### config.mk
export PLATFORM = sky130hd
export DESIGN_NAME = word_swap_ctrl_flat
export DESIGN_NICKNAME = d
export VERILOG_FILES = /design/src/rtl/word_swap_if.sv /design/src/rtl/word_swap_ctrl.sv /design/src/flat_wrapper.sv
export SDC_FILE = /design/constraint.sdc
export NUM_CORES = 1
export LEC_CHECK = 0
export ABC_AREA = 1
export CORE_UTILIZATION = 54
export DETAILED_ROUTE_END_ITERATION = 10
export PLACE_DENSITY = 0.92
export SETUP_SLACK_MARGIN = 0.2
export SLEW_MARGIN = 20
export SYNTH_ARGS = -nofsm -noshare
export SYNTH_HDL_FRONTEND = slang
export SYNTH_SLANG_ARGS = --single-unit
export TNS_END_PERCENT = 20
### constraint.sdc
create_clock -name clk -period 3.8 [get_ports clk]
set_input_delay 0.57 -clock clk [delete_from_list [all_inputs] [get_ports clk]]
set_output_delay 0.57 -clock clk [all_outputs]
set_load 0.02 [all_outputs]
### src/rtl/word_swap_if.sv
// ----------------------------------------------------------------------------
// word_swap_if
//   Bundles the request/response signals between the game controller and the
//   word swap sequencer (word_swap_ctrl).
//
//   Optional feature macro: SWAP_UNDO_EN (adds undo_pls).
//
//   Signals (direction as seen from the sequencer, i.e. the slave modport):
//     clear_pls   in   empty buffer (new game / logout)
//     load_pls    in   load word_in/target_in, restart move count
//     len_sel     in   word length select: 0->4 .. 3->7 letters
//     word_in     in   scrambled word, slot i = [i*LETTER_W +: LETTER_W]
//     target_in   in   solution word, same packing
//     swap_req    in   one-cycle request to swap idx1/idx2
//     idx1, idx2  in   slot indices to exchange
//     undo_pls    in   (SWAP_UNDO_EN only) revert the last completed swap
//     word_out    out  live buffer contents
//     busy        out  swap/check in progress
//     done_pls    out  swap finished, is_correct updated
//     err_pls     out  request rejected (index out of range)
//     is_correct  out  buffer matches target over active length
//     swap_cnt    out  accepted swaps since load, saturates at 127
// ----------------------------------------------------------------------------
interface word_swap_if #(
    parameter int LETTER_W = 5,
    parameter int MAX_LEN  = 7,
    parameter int IDX_W    = 3
);
    logic                          clear_pls;
    logic                          load_pls;
    logic [1:0]                    len_sel;
    logic [MAX_LEN*LETTER_W-1:0]   word_in;
    logic [MAX_LEN*LETTER_W-1:0]   target_in;
    logic                          swap_req;
    logic [IDX_W-1:0]              idx1;
    logic [IDX_W-1:0]              idx2;
`ifdef SWAP_UNDO_EN
    logic                          undo_pls;
`endif
    logic [MAX_LEN*LETTER_W-1:0]   word_out;
    logic                          busy;
    logic                          done_pls;
    logic                          err_pls;
    logic                          is_correct;
    logic [6:0]                    swap_cnt;

    // Game controller side
    modport master (
`ifdef SWAP_UNDO_EN
        output undo_pls,
`endif
        output clear_pls, load_pls, len_sel, word_in, target_in,
        output swap_req, idx1, idx2,
        input  word_out, busy, done_pls, err_pls, is_correct, swap_cnt
    );

    // Sequencer side
    modport slave (
`ifdef SWAP_UNDO_EN
        input  undo_pls,
`endif
        input  clear_pls, load_pls, len_sel, word_in, target_in,
        input  swap_req, idx1, idx2,
        output word_out, busy, done_pls, err_pls, is_correct, swap_cnt
    );
endinterface

### src/rtl/word_swap_ctrl.sv
// ----------------------------------------------------------------------------
// word_swap_ctrl
//   Sequences letter swaps on the scrambled-word buffer during play. A swap
//   request latches both letters, writes them back one slot per cycle
//   (WR1, WR2), then compares the buffer with the target word (CHECK) and
//   reports is_correct plus a saturating move count.
//
//   Optional feature macro: SWAP_UNDO_EN
//     When defined, undo_pls re-swaps the most recently completed pair once,
//     decrementing the move count (floor 0).
//
//   Ports:
//     clk   in   system clock, rising edge
//     rst   in   asynchronous reset, active-high
//     bus   word_swap_if.slave  (see word_swap_if.sv for signal list)
//
//   Priority per edge: clear_pls > load_pls > swap_req (> undo_pls).
// ----------------------------------------------------------------------------
module word_swap_ctrl #(
    parameter int LETTER_W = 5,
    parameter int MAX_LEN  = 7,
    parameter int IDX_W    = 3
) (
    input  logic        clk,
    input  logic        rst,
    word_swap_if.slave  bus
);

    // The array spans the full index space so any idx value addresses a real
    // register; slots at or beyond MAX_LEN are never written and stay zero.
    localparam int DEPTH = 2 ** IDX_W;
    localparam int LEN_W = IDX_W + 1;

    typedef enum logic [2:0] {
        EMPTY,
        READY,
        WR1,
        WR2,
        CHECK,
        SOLVED
    } state_t;

    state_t                 state;
    logic [LETTER_W-1:0]    bufMem [DEPTH];
    logic [LETTER_W-1:0]    tgtMem [MAX_LEN];
    logic [LEN_W-1:0]       lenReg;
    logic [IDX_W-1:0]       idxA;
    logic [IDX_W-1:0]       idxB;
    logic [LETTER_W-1:0]    tmpA;
    logic [LETTER_W-1:0]    tmpB;
    logic                   busyR;
    logic                   doneR;
    logic                   errR;
    logic                   correctR;
    logic [6:0]             swapCnt;
    // CHECK entered from a load: evaluate only, no pulse and no count
    logic                   loadChk;
`ifdef SWAP_UNDO_EN
    logic                   lastValid;
    logic                   undoRun;
`endif

    logic [LEN_W-1:0]               newLen;
    logic                           idxBad;
    logic                           matchNow;
    logic [MAX_LEN*LETTER_W-1:0]    wordOut;

    // len_sel 0..3 maps to 4..7 letters
    assign newLen = LEN_W'(bus.len_sel) + LEN_W'(4);

    assign idxBad = ({1'b0, bus.idx1} >= lenReg) || ({1'b0, bus.idx2} >= lenReg);

    // Slots beyond the active length are zero in both arrays after a load,
    // but the compare is still restricted to the active length.
    always_comb begin
        matchNow = 1'b1;
        for (int i = 0; i < MAX_LEN; i++) begin
            if ((i < int'(lenReg)) && (bufMem[i] != tgtMem[i])) begin
                matchNow = 1'b0;
            end
        end
    end

    always_comb begin
        wordOut = '0;
        for (int i = 0; i < MAX_LEN; i++) begin
            wordOut[i*LETTER_W +: LETTER_W] = bufMem[i];
        end
    end

    assign bus.word_out   = wordOut;
    assign bus.busy       = busyR;
    assign bus.done_pls   = doneR;
    assign bus.err_pls    = errR;
    assign bus.is_correct = correctR;
    assign bus.swap_cnt   = swapCnt;

    always_ff @(posedge clk or posedge rst) begin
        if (rst) begin
            state    <= EMPTY;
            for (int i = 0; i < DEPTH; i++) begin
                bufMem[i] <= '0;
            end
            for (int i = 0; i < MAX_LEN; i++) begin
                tgtMem[i] <= '0;
            end
            lenReg   <= '0;
            idxA     <= '0;
            idxB     <= '0;
            tmpA     <= '0;
            tmpB     <= '0;
            busyR    <= 1'b0;
            doneR    <= 1'b0;
            errR     <= 1'b0;
            correctR <= 1'b0;
            swapCnt  <= '0;
            loadChk  <= 1'b0;
`ifdef SWAP_UNDO_EN
            lastValid <= 1'b0;
            undoRun   <= 1'b0;
`endif
        end else begin
            // Pulses last exactly one cycle unless re-asserted below
            doneR <= 1'b0;
            errR  <= 1'b0;

            if (bus.clear_pls) begin
                for (int i = 0; i < DEPTH; i++) begin
                    bufMem[i] <= '0;
                end
                busyR    <= 1'b0;
                correctR <= 1'b0;
                swapCnt  <= '0;
                loadChk  <= 1'b0;
`ifdef SWAP_UNDO_EN
                lastValid <= 1'b0;
                undoRun   <= 1'b0;
`endif
                state    <= EMPTY;
            end else if (bus.load_pls) begin
                lenReg <= newLen;
                for (int i = 0; i < MAX_LEN; i++) begin
                    if (i < int'(newLen)) begin
                        bufMem[i] <= bus.word_in[i*LETTER_W +: LETTER_W];
                        tgtMem[i] <= bus.target_in[i*LETTER_W +: LETTER_W];
                    end else begin
                        bufMem[i] <= '0;
                        tgtMem[i] <= '0;
                    end
                end
                busyR    <= 1'b0;
                correctR <= 1'b0;
                swapCnt  <= '0;
                loadChk  <= 1'b1;
`ifdef SWAP_UNDO_EN
                lastValid <= 1'b0;
                undoRun   <= 1'b0;
`endif
                state    <= CHECK;
            end else begin
                case (state)
                    READY: begin
                        if (bus.swap_req) begin
                            if (idxBad) begin
                                errR <= 1'b1;
                            end else begin
                                idxA    <= bus.idx1;
                                idxB    <= bus.idx2;
                                tmpA    <= bufMem[bus.idx1];
                                tmpB    <= bufMem[bus.idx2];
                                busyR   <= 1'b1;
                                loadChk <= 1'b0;
`ifdef SWAP_UNDO_EN
                                undoRun <= 1'b0;
`endif
                                state   <= WR1;
                            end
                        end
`ifdef SWAP_UNDO_EN
                        // Re-swapping the stored pair restores the buffer
                        else if (bus.undo_pls && lastValid) begin
                            tmpA    <= bufMem[idxA];
                            tmpB    <= bufMem[idxB];
                            busyR   <= 1'b1;
                            loadChk <= 1'b0;
                            undoRun <= 1'b1;
                            state   <= WR1;
                        end
`endif
                    end

                    WR1: begin
                        bufMem[idxA] <= tmpB;
                        state        <= WR2;
                    end

                    WR2: begin
                        bufMem[idxB] <= tmpA;
                        state        <= CHECK;
                    end

                    CHECK: begin
                        correctR <= matchNow;
                        if (!loadChk) begin
                            busyR <= 1'b0;
                            doneR <= 1'b1;
`ifdef SWAP_UNDO_EN
                            if (undoRun) begin
                                if (swapCnt != 7'd0) begin
                                    swapCnt <= swapCnt - 7'd1;
                                end
                                lastValid <= 1'b0;
                            end else begin
                                if (swapCnt != 7'd127) begin
                                    swapCnt <= swapCnt + 7'd1;
                                end
                                lastValid <= 1'b1;
                            end
                            undoRun <= 1'b0;
`else
                            if (swapCnt != 7'd127) begin
                                swapCnt <= swapCnt + 7'd1;
                            end
`endif
                        end
                        loadChk <= 1'b0;
                        state   <= matchNow ? SOLVED : READY;
                    end

                    // EMPTY and SOLVED hold until clear_pls or load_pls
                    default: begin
                        state <= state;
                    end
                endcase
            end
        end
    end

endmodule

### src/flat_wrapper.sv
// flat-port wrapper written by rule: the top's interface ports become plain ports
module word_swap_ctrl_flat 
#(
    parameter int LETTER_W = 5,
    parameter int MAX_LEN  = 7,
    parameter int IDX_W    = 3
)
  (clk, rst, bus_clear_pls, bus_load_pls, bus_len_sel, bus_word_in, bus_target_in, bus_swap_req, bus_idx1, bus_idx2, bus_word_out, bus_busy, bus_done_pls, bus_err_pls, bus_is_correct, bus_swap_cnt);
  word_swap_if #(.LETTER_W(LETTER_W), .MAX_LEN(MAX_LEN), .IDX_W(IDX_W)) bus_i ();
  input  logic clk;
  input  logic rst;
  input wire logic [$bits(bus_i.clear_pls)-1:0] bus_clear_pls;
  input wire logic [$bits(bus_i.load_pls)-1:0] bus_load_pls;
  input wire logic [$bits(bus_i.len_sel)-1:0] bus_len_sel;
  input wire logic [$bits(bus_i.word_in)-1:0] bus_word_in;
  input wire logic [$bits(bus_i.target_in)-1:0] bus_target_in;
  input wire logic [$bits(bus_i.swap_req)-1:0] bus_swap_req;
  input wire logic [$bits(bus_i.idx1)-1:0] bus_idx1;
  input wire logic [$bits(bus_i.idx2)-1:0] bus_idx2;
  output wire logic [$bits(bus_i.word_out)-1:0] bus_word_out;
  output wire logic [$bits(bus_i.busy)-1:0] bus_busy;
  output wire logic [$bits(bus_i.done_pls)-1:0] bus_done_pls;
  output wire logic [$bits(bus_i.err_pls)-1:0] bus_err_pls;
  output wire logic [$bits(bus_i.is_correct)-1:0] bus_is_correct;
  output wire logic [$bits(bus_i.swap_cnt)-1:0] bus_swap_cnt;
  assign bus_i.clear_pls = bus_clear_pls;
  assign bus_i.load_pls = bus_load_pls;
  assign bus_i.len_sel = bus_len_sel;
  assign bus_i.word_in = bus_word_in;
  assign bus_i.target_in = bus_target_in;
  assign bus_i.swap_req = bus_swap_req;
  assign bus_i.idx1 = bus_idx1;
  assign bus_i.idx2 = bus_idx2;
  assign bus_word_out = bus_i.word_out;
  assign bus_busy = bus_i.busy;
  assign bus_done_pls = bus_i.done_pls;
  assign bus_err_pls = bus_i.err_pls;
  assign bus_is_correct = bus_i.is_correct;
  assign bus_swap_cnt = bus_i.swap_cnt;
  word_swap_ctrl #(.LETTER_W(LETTER_W), .MAX_LEN(MAX_LEN), .IDX_W(IDX_W)) u_core (.clk(clk), .rst(rst), .bus(bus_i));
endmodule
* Yosys cells after proc, flatten, opt, wreduce, memory -nomap -nowiden
Cells that the tools add are included.
W data, S select, Z words.
** Cells by class
- $add $sub $neg :: 2
- Multiply operators :: 0
- Divide/modulo/power cells :: 0
- Order comparisons :: 22
- Equality and inequality tests :: 17
- Shift operators :: 0
- Muxes and demuxes :: 71
- Bitwise gates (word level) :: 7
- Reductions and logical operators :: 23
** Operators by type and width (number)
- $mux W5 :: 21
- $bwmux W40 :: 2
- $pmux W40 S2 :: 1
- $mux W40 :: 1
- $mux W35 :: 1
- $mux W7 :: 5
- $ne A5 B5 Y1 :: 7
- $bmux W5 S3 :: 2
- $demux W5 S3 :: 2
- $mux W1 :: 28
- $lt A3 B4 Y1 const A :: 6
- $ge A4 B4 Y1 const B :: 4
- $lt A1 B4 Y1 const A :: 4
- $lt A2 B4 Y1 const A :: 4
- $not A3 Y4 :: 4
- $mux W3 :: 5
- $ne A4 B4 Y1 const B :: 3
- $pmux W3 S4 :: 1
- $logic_and A1 B1 Y1 :: 9
- $reduce_and A3 Y1 :: 3
- $reduce_bool A3 Y1 :: 3
- $ge A3 B4 Y1 :: 2
- $lt A4 B1 Y1 const B :: 2
- $reduce_bool A4 Y1 :: 2
- 15 further kinds :: 20
** Storage, ports and cells
- Register bits :: 110
- Latch bits :: 0
- RAM bits :: 0
- Bits in read-only memories :: 0
- Bits of input ports :: 83
- Output and inout bits :: 46
- Logic and storage cells :: 169
- Memories kept :: 0

* Depth between registers and ports, before layout
Gate-level depths: netlist of the first run.
- Depth in word-level cells :: 13
- Mapped depth :: 14

* Worst setup path before layout of the first run
No wires, ideal clock.
- Path kind :: in2reg
- Start :: input port bus_idx1[0]
- End :: register u_core.tmpA[1]
- Setup time :: 0.123 ns
- Arrival time :: 2.052 ns
- Required time :: 3.677 ns
- Path slack :: 1.625 ns
- Stages :: 12
- Path buffers :: 2
- Path through :: inv_1 clkbuf_1 ha_1 inv_1 a21boi_0 o21ai_0 nand3_1 nor2_1 nand2_1 buf_2 o31ai_1 inv_1
** On the way
- Word-level cells in the longest chain between the ends :: 4
- Elaborated cells between the ends (all ways) :: 8
- Classes of those cells :: order compare (1); mux (3); bitwise (2); reduce/logical (2)
** RTL lines
- start, declared :: RTL line flat_wrapper.sv:18 : input wire logic [$bits(bus_i.idx1)-1:0] bus_idx1;
- $ge A3 B4 Y1 or $not A3 Y4 (tied branches) :: RTL line word_swap_ctrl.sv:71, word_swap_ctrl.sv:169
- $logic_or A1 B1 Y1 or $bmux W5 S3 (tied branches) :: RTL line word_swap_ctrl.sv:71, word_swap_ctrl.sv:169
- $not A1 Y1 (no line) or $mux W5 (tied branches)
- $reduce_and A5 Y1 (no line) or $mux W5 (tied branches)
- end signal, assigned :: RTL line word_swap_ctrl.sv:169 : tmpA <= bufMem[bus.idx1];
- end, declared :: RTL line word_swap_ctrl.sv:49 : logic [LETTER_W-1:0] tmpA;
Parallel ways exist; a longest one is shown, timed or not. The select of a mux whose other input is x is not followed.
A chain may end at the register's enable or synchronous reset.

* Worst setup path after layout of the first run
- Start :: input port bus_idx1[0]
- End :: register u_core.tmpA[2]
The elaborated chain is that of the path after synthesis.

==> results.json, run 1 <==
{
  "finalSetupViolations": 0,
  "synthMuxAreaShare": 0,
  "skew_ns": 0.00696,
  "cp_data_arrival_time_ns": 3.00,
  "required_ns": 4.04,
  "ys_seq_elements": 109,
  "cts_setup_buffers": 0,
  "hold_viol_final": 0,
  "finalPower_w": 0.00337,
  "hp-class": "flip-flop to flip-flop",
  "gp_congestion": 0.953,
  "root_buffer": "clkbuf_16",
  "coreArea_um2": 12700,
  "synth_area_um2": 7080,
  "syn_nets": 1077,
  "drt-pass1-iter-count": 6,
  "timing.hold.ws_ns": 0.452,
  "ys_types": 34,
  "run_status": "finished, final reports clean",
  "slew_viol_final": 0,
  "synth-edff-count": 0,
  "start_util": 0.556,
  "clkTransAtPathRegs_ns": 0.07,
  "worstHoldStart": "u_core.loadChk",
  "drive_above_1_share": 0.0504,
  "fillers": 1106,
  "drc": 0,
  "grt.overflow.total": 0,
  "grt_pass1_wl_mm": 34.2,
  "cts.sinks": 109,
  "reg2reg_from": "u_core.state[2]",
  "vdd_drop_max_mv": 0.286,
  "die_h_um": 116,
  "syn_area_per_cell_um2": 7.17,
  "rsz0062_at_grt": "false",
  "final_nets": 1156,
  "synth_flop_cell": "dfrtp_1",
  "post-route-period-util": 0.727,
  "die_x_um": 116,
  "synth_compound_area_frac": 0.244,
  "first_iter_violations": 1003,
  "fin_crit_ns": 2.76,
  "portBuffers": 128,
  "wl_per_cell_um": 17.6,
  "cts_tree": "yes",
  "yosys_warnings": 0,
  "ctsHoldBuffers": 0,
  "io_pins": 129,
  "place_ws_ns": 0.710,
  "htree_num_levels": 3,
  "viasPerCell": 5.91,
  "fmax_mhz": 362,
  "pwr_density_cell_nw_per_um2": 394,
  "cts_max_path_buffers": 2,
  "crit_type": "input port to flip-flop",
  "grt_start_max_net_pins": 57,
  "syn2layout_area_growth_pct": 21.0,
  "synth_cells": 987,
  "die-area_um2": 13600,
  "worstSetupStartpoint": "bus_idx1[0]",
  "synth_simple_gate_area_frac": 0.213,
  "worst-path-max-fanout": 33,
  "cts_resized": 0,
  "hpwl_mm": 16.3,
  "setup_tns_ns": 0,
  "synth_seq_area_share": 0.385,
  "wirelength_mm": 21.9,
  "synth_top_family_by_area": "compound AO/OA/AOI/OAI gates",
  "endpoint_kind": "flip-flop",
  "route.vias.total": 7343,
  "worst_pin_slew_ns": 0.866,
  "dp_cells": 1227,
  "maxSlewHeadroom": 0.418,
  "insertion_delay_ns": 0.36,
  "leakagePower_nw": 3.85,
  "instances_no_fill": 1243,
  "grtUsageTotal": 0.338,
  "crit_path_start_kind": "input port",
  "grt_pass1_vias": 6777,
  "synthArstFlopShare": 1.00,
  "row_count": 41,
  "synthXorXnorAreaFrac": 0.0198,
  "synthAdderAreaFrac": 0.0124,
  "cap_violations": 0,
  "grt_antenna_before_repair": 0,
  "numCtsBuffers": 9,
  "timing.final.ws_setup_ns": 1.04,
  "r2r_slack_ns": 1.56,
  "num_antenna_cells": 0,
  "antenna_left": 0
}
==> cell usage in the layout (no fill, tap or decap), types with 2 or more instances in the layout <==
cell type	instances
nand4_1	15
o21a_1	7
buf_4	9
nand2_1	221
o21ai_0	148
a21o_1	4
clkbuf_16	9
nand3_1	35
a31oi_1	2
inv_1	119
nand2_2	2
clkinv_2	2
clkbuf_8	2
xor2_1	3
o22ai_1	15
a21oi_1	100
dfrtp_1	109
ha_1	7
a21oi_4	6
clkdlybuf4s50_1	128
buf_12	2
a21boi_0	2
nor3_2	10
inv_2	3
o31ai_1	12
xnor2_1	13
o21ai_1	5
clkinv_1	3
nor3_1	16
nor2_4	4
nor2_1	45
o2111ai_1	5
clkbuf_1	2
==> sequential cells by signal, summed over array words and instances, names as in the netlist, 3 cells and up <==
register             cells
u_core.tmpB              5
u_core.bufMem            5
u_core.tmpA              5
u_core.idxB              3
u_core.bus.swap_cnt      7
u_core.bus.word_out     35
u_core.idxA              3
u_core.tgtMem           35
u_core.lenReg            3
u_core.state             3
==> power breakdown <==
part           internal (W)  switching, W
Combinational      0.000391      0.000582
Sequential          0.00129      0.000200
Clock              0.000482      0.000426
==> per-layer routing <==
layer | global-route usage | routed length (um)
met4 | 0.166 | 1000
met5 | 0 | 0
met2 | 0.556 | 10200
met3 | 0.0742 | 2110
met1 | 0.421 | 8640
==> worst max-delay path, stage by stage <==
cell and delay [ns]:
clkdlybuf4s50_1 0.45, buf_4 0.23, inv_1 0.06, buf_4 0.20
ha_1 0.31, inv_1 0.05, a21boi_0 0.06, o21ai_0 0.14
nand3_1 0.16, nor2_1 0.12, nand2_1 0.05, buf_4 0.23
o31ai_1 0.27, inv_1 0.08
==> logic make-up (layout without fill, tap and decap cells) <==
logic type                 count (synthesis)  after routing
AOI/OAI and AO/OA                        309            309
xor gates and xnor gates                  16             16
adders and majority gates                  7              7
buffers and inverters                    197            281
DFF                                      109            109
and+or+nand+nor                          349            349
==> Yosys cell counts (13+ instances only) <==
cell | count | area share
nand2_1 | 221 | 0.12
dfrtp_1 | 109 | 0.39
xnor2_1 | 13 | 0.016
nor2_1 | 46 | 0.024
nand4_1 | 15 | 0.013
o22ai_1 | 15 | 0.013
a21oi_1 | 100 | 0.071
buf_4 | 36 | 0.038
o21ai_0 | 148 | 0.10
inv_1 | 120 | 0.064
clkbuf_1 | 27 | 0.014
nand3_1 | 35 | 0.025
nor3_1 | 16 | 0.011
==> final timing paths <==
path	end	cells past startpoint
setup / recovery	u_core.tmpA[2]	14
hold / removal	u_core.bus.done_pls	1
setup reg to reg	u_core.bus.word_out[27]	6
hold reg to reg	u_core.bus.done_pls	1
max in group asynchronous	u_core.tgtMem[11]	3
min in group asynchronous	u_core.bus.is_correct	2
==> through the flow <==
step	util	instance area, um^2
2_1_floorplan	-	7080
3_3_place_gp	0.651	8280
3_5_place_dp	0.651	8280
4_1_cts	0.673	8560
5_1_grt	0.673	8560
6_report	0.673	8560
==> area by class of cell <==
class	instances	area [um^2]	area share
clock buffers	13	260	0.0304
clock inverters	3	18.8	0.00219
inverters	126	475	0.0555
multi-input cells	681	3480	0.406
flip-flops and latches	109	2730	0.319
well taps	172	215	0.0251
repair buffers	139	1390	0.162
Power figures use the tool's default switching activity.
==> inputs of run 2 (changes only) <==
--- a/config.mk
+++ b/config.mk
@@ -6,9 +6,9 @@
 export NUM_CORES = 1
 export LEC_CHECK = 0
 export ABC_AREA = 1
-export CORE_UTILIZATION = 54
+export CORE_UTILIZATION = 48
 export DETAILED_ROUTE_END_ITERATION = 10
-export PLACE_DENSITY = 0.92
+export PLACE_DENSITY = 0.87
 export SETUP_SLACK_MARGIN = 0.2
 export SLEW_MARGIN = 20
 export SYNTH_ARGS = -nofsm -noshare
==> constraint.sdc (replaced) <==
create_clock -name clk -period 2.4 [get_ports clk]
set_input_delay 0.36 -clock clk [delete_from_list [all_inputs] [get_ports clk]]
set_output_delay 0.36 -clock clk [all_outputs]
set_load 0.02 [all_outputs]
==> run 2 against run 1 <==
Against the previous run: sequential share of layout area decreased by 1.3 points; clock power grew 84%; cell count increased by 3.6%; sequential power grew 58%; global-route usage shrank 2.0 points; first-iteration DRC count decreased by 8.6%; via count grew 1.3%; critical path depth fell by 2; hold slack got worse by 0.037 ns; cell area rose by 4.2%; register-to-register slack got worse by 1.3 ns; die area grew 12%.
==> results.json, run 2 (synthesis gave the netlist of run 1 again) <==
{
  "finalPower_w": 0.00567,
  "crit_type": "input port to flip-flop",
  "ctsHoldBuffers": 0,
  "grt_pass1_vias": 6853,
  "worst_pin_slew_ns": 0.928,
  "crit_family": "buffers and inverters",
  "finalSetupViolations": 0,
  "portBuffers": 128,
  "drc": 0,
  "hpwl_mm": 17.7,
  "timing.hold.ws_ns": 0.415,
  "grt.overflow.total": 0,
  "clkTransAtPathRegs_ns": 0.08,
  "dp_cells": 1273,
  "post-route-period-util": 0.915,
  "insertion_delay_ns": 0.36,
  "antenna_left": 0,
  "io_pins": 129,
  "rsz0062_at_grt": "true",
  "hold_viol_final": 0,
  "leakagePower_nw": 4.05,
  "layout_commonest_cell": "nand2_1",
  "required_ns": 2.64,
  "endpoint_kind": "flip-flop",
  "multi_input_area_um2": 3490,
  "busiest_layer": "met2",
  "cpMostUsedCell": "inv_1",
  "start_util": 0.489,
  "syn2layout_area_growth_pct": 26.0,
  "gr-usage-met2": 0.497,
  "num_antenna_cells": 0,
  "worst-path-max-fanout": 32,
  "vdd_drop_max_mv": 0.450,
  "row_count": 44,
  "cts.sinks": 109,
  "dpl_cell_area_um2": 8580,
  "grt_pass1_wl_mm": 36.2,
  "global_route.usage.met1": 0.426,
  "cap_violations": 0,
  "path_buf_inv": 5,
  "cts_tree": "yes",
  "fillers": 1220,
  "coreArea_um2": 14500,
  "die_x_um": 123,
  "cts_setup_buffers": 0,
  "critPathMaxStageDelay_ns": 0.50,
  "grt_antenna_before_repair": 0,
  "route.vias.total": 7440,
  "final_nets": 1190,
  "numCtsBuffers": 9,
  "wirelength_mm": 23.4,
  "met3_usage": 0.0415,
  "crit_path_start_kind": "input port",
  "viasPerCell": 5.78,
  "skew_ns": 0.0107,
  "first_iter_violations": 917,
  "htree_num_levels": 3,
  "fmax_mhz": 456,
  "drive_above_1_share": 0.0824,
  "timing.final.ws_setup_ns": 0.205,
  "die_h_um": 123,
  "drt-pass1-iter-count": 6,
  "hp-class": "input port to asynchronous set/reset pin",
  "layout_common_cells": "nand2_1 (221), o21ai_0 (148), clkdlybuf4s50_1 (128), inv_1 (119), dfrtp_1 (109)",
  "slew_viol_final": 0,
  "grt_start_max_net_pins": 51,
  "crit_chain": "clkdlybuf4s50_1, inv_1, ha_1, inv_1, a21boi_0, o21ai_0, nand3_1, nor2_1, nand2_1, buf_12, o31ai_1, inv_1",
  "cp_data_arrival_time_ns": 2.44,
  "die-area_um2": 15200,
  "root_buffer": "clkbuf_16",
  "wl_per_cell_um": 18.1,
  "slowest_stage": "clkdlybuf4s50_1",
  "pwr_density_cell_nw_per_um2": 636,
  "place_ws_ns": -0.131,
  "seqCellArea_um2": 2730,
  "gp_congestion": 0.968,
  "grtUsageTotal": 0.317,
  "cts_max_path_buffers": 2,
  "instances_no_fill": 1288,
  "maxSlewHeadroom": 0.381,
  "fin_crit_ns": 2.20,
  "finalInstanceArea_um2": 8920,
  "run_status": "finished, final reports clean"
}
## run 2: cell count changes in the layout (fill, tap and decap cells not counted), sizes merged
cell and change:
buf +34, clkbuf -4, bufinv +2, clkinv -1
clkinvlp +1, inv +1
## run 2: metal layers
layer	vias up	wire, um
met3	71	2050
met5	-	0
met1	3464	9560
li1	3470	-
met2	435	10600
met4	0	1160
## run 2: worst reg2reg max path, cell delays in order, from the launching register on
cell      delay (ns)
dfrtp_1         0.47
ha_1            0.32
inv_1           0.06
a21boi_0        0.07
o21ai_0         0.17
nand3_1         0.20
nor2_1          0.14
nand2_1         0.11
buf_12          0.18
o31ai_1         0.22
inv_1           0.06
## run 2: worst paths after layout
kind | end | cells after the start | startpoint | slack, ns
max | u_core.tmpA[4] | 12 | bus_idx1[0] | 0.20
min | u_core.tgtMem[16] | 2 | rst | 0.41
max reg2reg | u_core.tmpA[4] | 10 | u_core.lenReg[0] | 0.28
min reg2reg | u_core.bus.done_pls | 1 | u_core.loadChk | 0.45
max in group asynchronous | u_core.tmpB[3] | 3 | rst | 1.40
min in group clk | u_core.bus.done_pls | 1 | u_core.loadChk | 0.45
## run 2: power by group
part	internal [W]	switching [W]	leakage [nW]
registers	0.00204	0.000315	1.38
clock network	0.000934	0.000737	0.161
logic	0.000682	0.000959	2.50
total	0.00366	0.00201	4.05
## run 2: repair_timing
item,in CTS,in global routing
endpoints found under the setup margin,0,7
resized for setup,0,2
hold endpoints to repair,0,0
## run 2: stage by stage
stage / util / TNS, ns
after floorplan: - / 0
after global placement: 0.593 / 0
after detailed placement: 0.593 / -1.04
after CTS: 0.615 / 0
after global routing: 0.616 / 0
final: 0.616 / 0
## run 2: final cells by class
cell class,count,area share
repair buffers,173,0.187
well taps,184,0.0258
clock inverters,6,0.0118
flip-flops and latches,109,0.306
clock buffers,9,0.0252
inverters,126,0.0534
multi-input cells,681,0.391
==> inputs of run 3 (changes only) <==
--- a/config.mk
+++ b/config.mk
@@ -6,6 +6,8 @@
 export NUM_CORES = 1
 export LEC_CHECK = 0
 export ABC_AREA = 1
+export CORE_ASPECT_RATIO = 1.75
+export CORE_MARGIN = 3
 export CORE_UTILIZATION = 48
 export DETAILED_ROUTE_END_ITERATION = 10
 export PLACE_DENSITY = 0.87
==> run 3 against run 2 <==
Against the previous run: global-route usage down 1.7 points; combinational power about the same; first-iteration DRC count fell by 14%; critical endpoint is now u_core.tmpB[2]; critical path depth shrank 2; non-clock buffer count did not move; via count rose by 0.59%; sequential power barely moved; total power fell by 3.1%; cell count fell by 0.31%; die area is 7.0% higher; worst setup slack better by 0.072 ns; maximum frequency grew 3.4%; largest cell class unchanged.
==> results.json, run 3 (synthesis gave the netlist of run 1 again) <==
{
  "run_status": "finished, final reports clean",
  "ctsHoldBuffers": 0,
  "portBuffers": 128,
  "viasPerCell": 5.83,
  "dr.max_layer_used": "met4",
  "clkTransAtPathRegs_ns": 0.08,
  "rsz0062_at_grt": "false",
  "hold_depth": 1,
  "cts.sinks": 109,
  "worstHoldStart": "u_core.loadChk",
  "die_x_um": 97.8,
  "io_pins": 129,
  "insertion_delay_ns": 0.36,
  "utilization": 0.621,
  "fmax_mhz": 471,
  "reg2reg_from": "u_core.lenReg[1]",
  "grt_pass1_wl_mm": 38.4,
  "gp_congestion": 1.04,
  "clockPowerShare": 0.267,
  "drive_above_1_share": 0.0897,
  "skew_ns": 0.00896,
  "start_util": 0.490,
  "reg2regPathDepth": 10,
  "r2r_slack_ns": 0.28,
  "hpwl_mm": 18.7,
  "root_buffer": "clkbuf_16",
  "layout_common_cells": "nand2_1 (220), o21ai_0 (146), clkdlybuf4s50_1 (127), inv_1 (118), dfrtp_1 (109)",
  "first_iter_violations": 787,
  "post-route-period-util": 0.884,
  "maxSlewHeadroom": 0.602,
  "pwr_density_cell_nw_per_um2": 613,
  "worst_pin_slew_ns": 0.597,
  "worst-path-max-fanout": 5,
  "final_nets": 1190,
  "row_count": 58,
  "route.vias.total": 7484,
  "die-area_um2": 16300,
  "die_h_um": 167,
  "grt_start_max_net_pins": 110,
  "slew_viol_final": 0,
  "met3_length_mm": 1.64,
  "finalPower_w": 0.00549,
  "r2r_end": "u_core.tmpB[2]",
  "wl_met1_mm": 8.69,
  "pwr-share-comb": 0.304,
  "required_ns": 2.65,
  "fin_crit_ns": 2.12,
  "cap_violations": 0,
  "num_antenna_cells": 0,
  "drt-pass1-iter-count": 6,
  "intPower_w": 0.00345,
  "cts_tree": "yes",
  "syn2layout_area_growth_pct": 26.7,
  "wl_met2_mm": 12.6,
  "htree_num_levels": 3,
  "p_sw_frac": 0.372,
  "power_switching_w": 0.00204,
  "hp-class": "flip-flop to flip-flop",
  "layout_commonest_cell": "nand2_1",
  "endpoint_kind": "flip-flop",
  "cp_data_arrival_time_ns": 2.37,
  "numCtsBuffers": 9,
  "timing.hold.ws_ns": 0.452,
  "finalSetupViolations": 0,
  "coreArea_um2": 14400,
  "setup_tns_ns": 0,
  "antenna_left": 0,
  "grt_antenna_before_repair": 0,
  "hold_end": "u_core.bus.done_pls",
  "grt_pass1_vias": 7294,
  "cts_max_path_buffers": 2,
  "crit_path_start_kind": "flip-flop",
  "wirelength_mm": 24.8,
  "pwr-share-seq": 0.430,
  "hold_viol_final": 0,
  "wl_per_cell_um": 19.3,
  "leakagePower_nw": 4.09,
  "drc": 0,
  "crit_type": "flip-flop to flip-flop",
  "vdd_drop_max_mv": 0.339,
  "grtUsageTotal": 0.300,
  "grt.overflow.total": 0
}
[run 3: worst max-delay path by stage]
stage                     startpoint              to  cells after the start
floorplan                bus_idx1[0]  u_core.tmpA[1]                     12
global placement         bus_idx1[0]  u_core.tmpB[4]                     12
detailed placement       bus_idx2[0]  u_core.tmpB[1]                     12
CTS                      bus_idx2[0]  u_core.tmpB[1]                     12
global route        u_core.lenReg[1]  u_core.tmpB[2]                     10
finish              u_core.lenReg[1]  u_core.tmpB[2]                     10
[run 3: cell type report]
| cell class | count | area, um^2 |
|---|---|---|
| Clock buffer | 9 | 225 |
| Clock inverter | 6 | 53.8 |
| Fill cell | 1285 | 5470 |
| Inverter | 126 | 477 |
| Multi-Input combinational cell | 681 | 3530 |
| Sequential cell | 109 | 2730 |
| Tap cell | 180 | 225 |
| Timing Repair Buffer | 173 | 1720 |
[run 3: worst max-delay path, stage by stage (launching register included)]
cell	delay [ns]
dfrtp_1	0.42
inv_1	0.13
ha_1	0.24
a21boi_0	0.13
o21ai_1	0.21
nand3_2	0.18
nor2_4	0.16
nand2_4	0.10
buf_12	0.18
o31ai_2	0.19
inv_1	0.08
[run 3: per-stage QoR]
| step | setup WS, ns | cell area (um^2) | instances |
|---|---|---|---|
| 5_1_grt | 0.113 | 8970 | 1284 |
| 2_1_floorplan | 0.435 | 7080 | 987 |
| 6_report | 0.277 | 8970 | 1284 |
| 3_3_place_gp | -0.0143 | 8540 | 1264 |
| 4_1_cts | 0.297 | 8820 | 1279 |
| 3_5_place_dp | -0.0593 | 8540 | 1264 |
[run 3: layer usage]
layer,vias to the layer above,GRT usage
li1,3476,-
met1,3459,0.340
met2,440,0.519
met3,109,0.0377
met4,0,0.206
met5,-,0
[run 3: repair_timing]
| action | 4_1_cts | 5_1_grt |
|---|---|---|
| setup buffers | 0 | 2 |
| resized for setup | 0 | 16 |
| endpoints found under the setup margin | 0 | 16 |
[run 3: power groups by stage]
stage | clock (W) | sequential, W | combinational (W)
after floorplan | 0 | 0.00226 | 0.00105
after global placement | 0 | 0.00237 | 0.00157
after detailed placement | 0 | 0.00238 | 0.00160
after CTS | 0.00145 | 0.00234 | 0.00161
after global routing | 0.00152 | 0.00238 | 0.00182
final | 0.00147 | 0.00236 | 0.00167
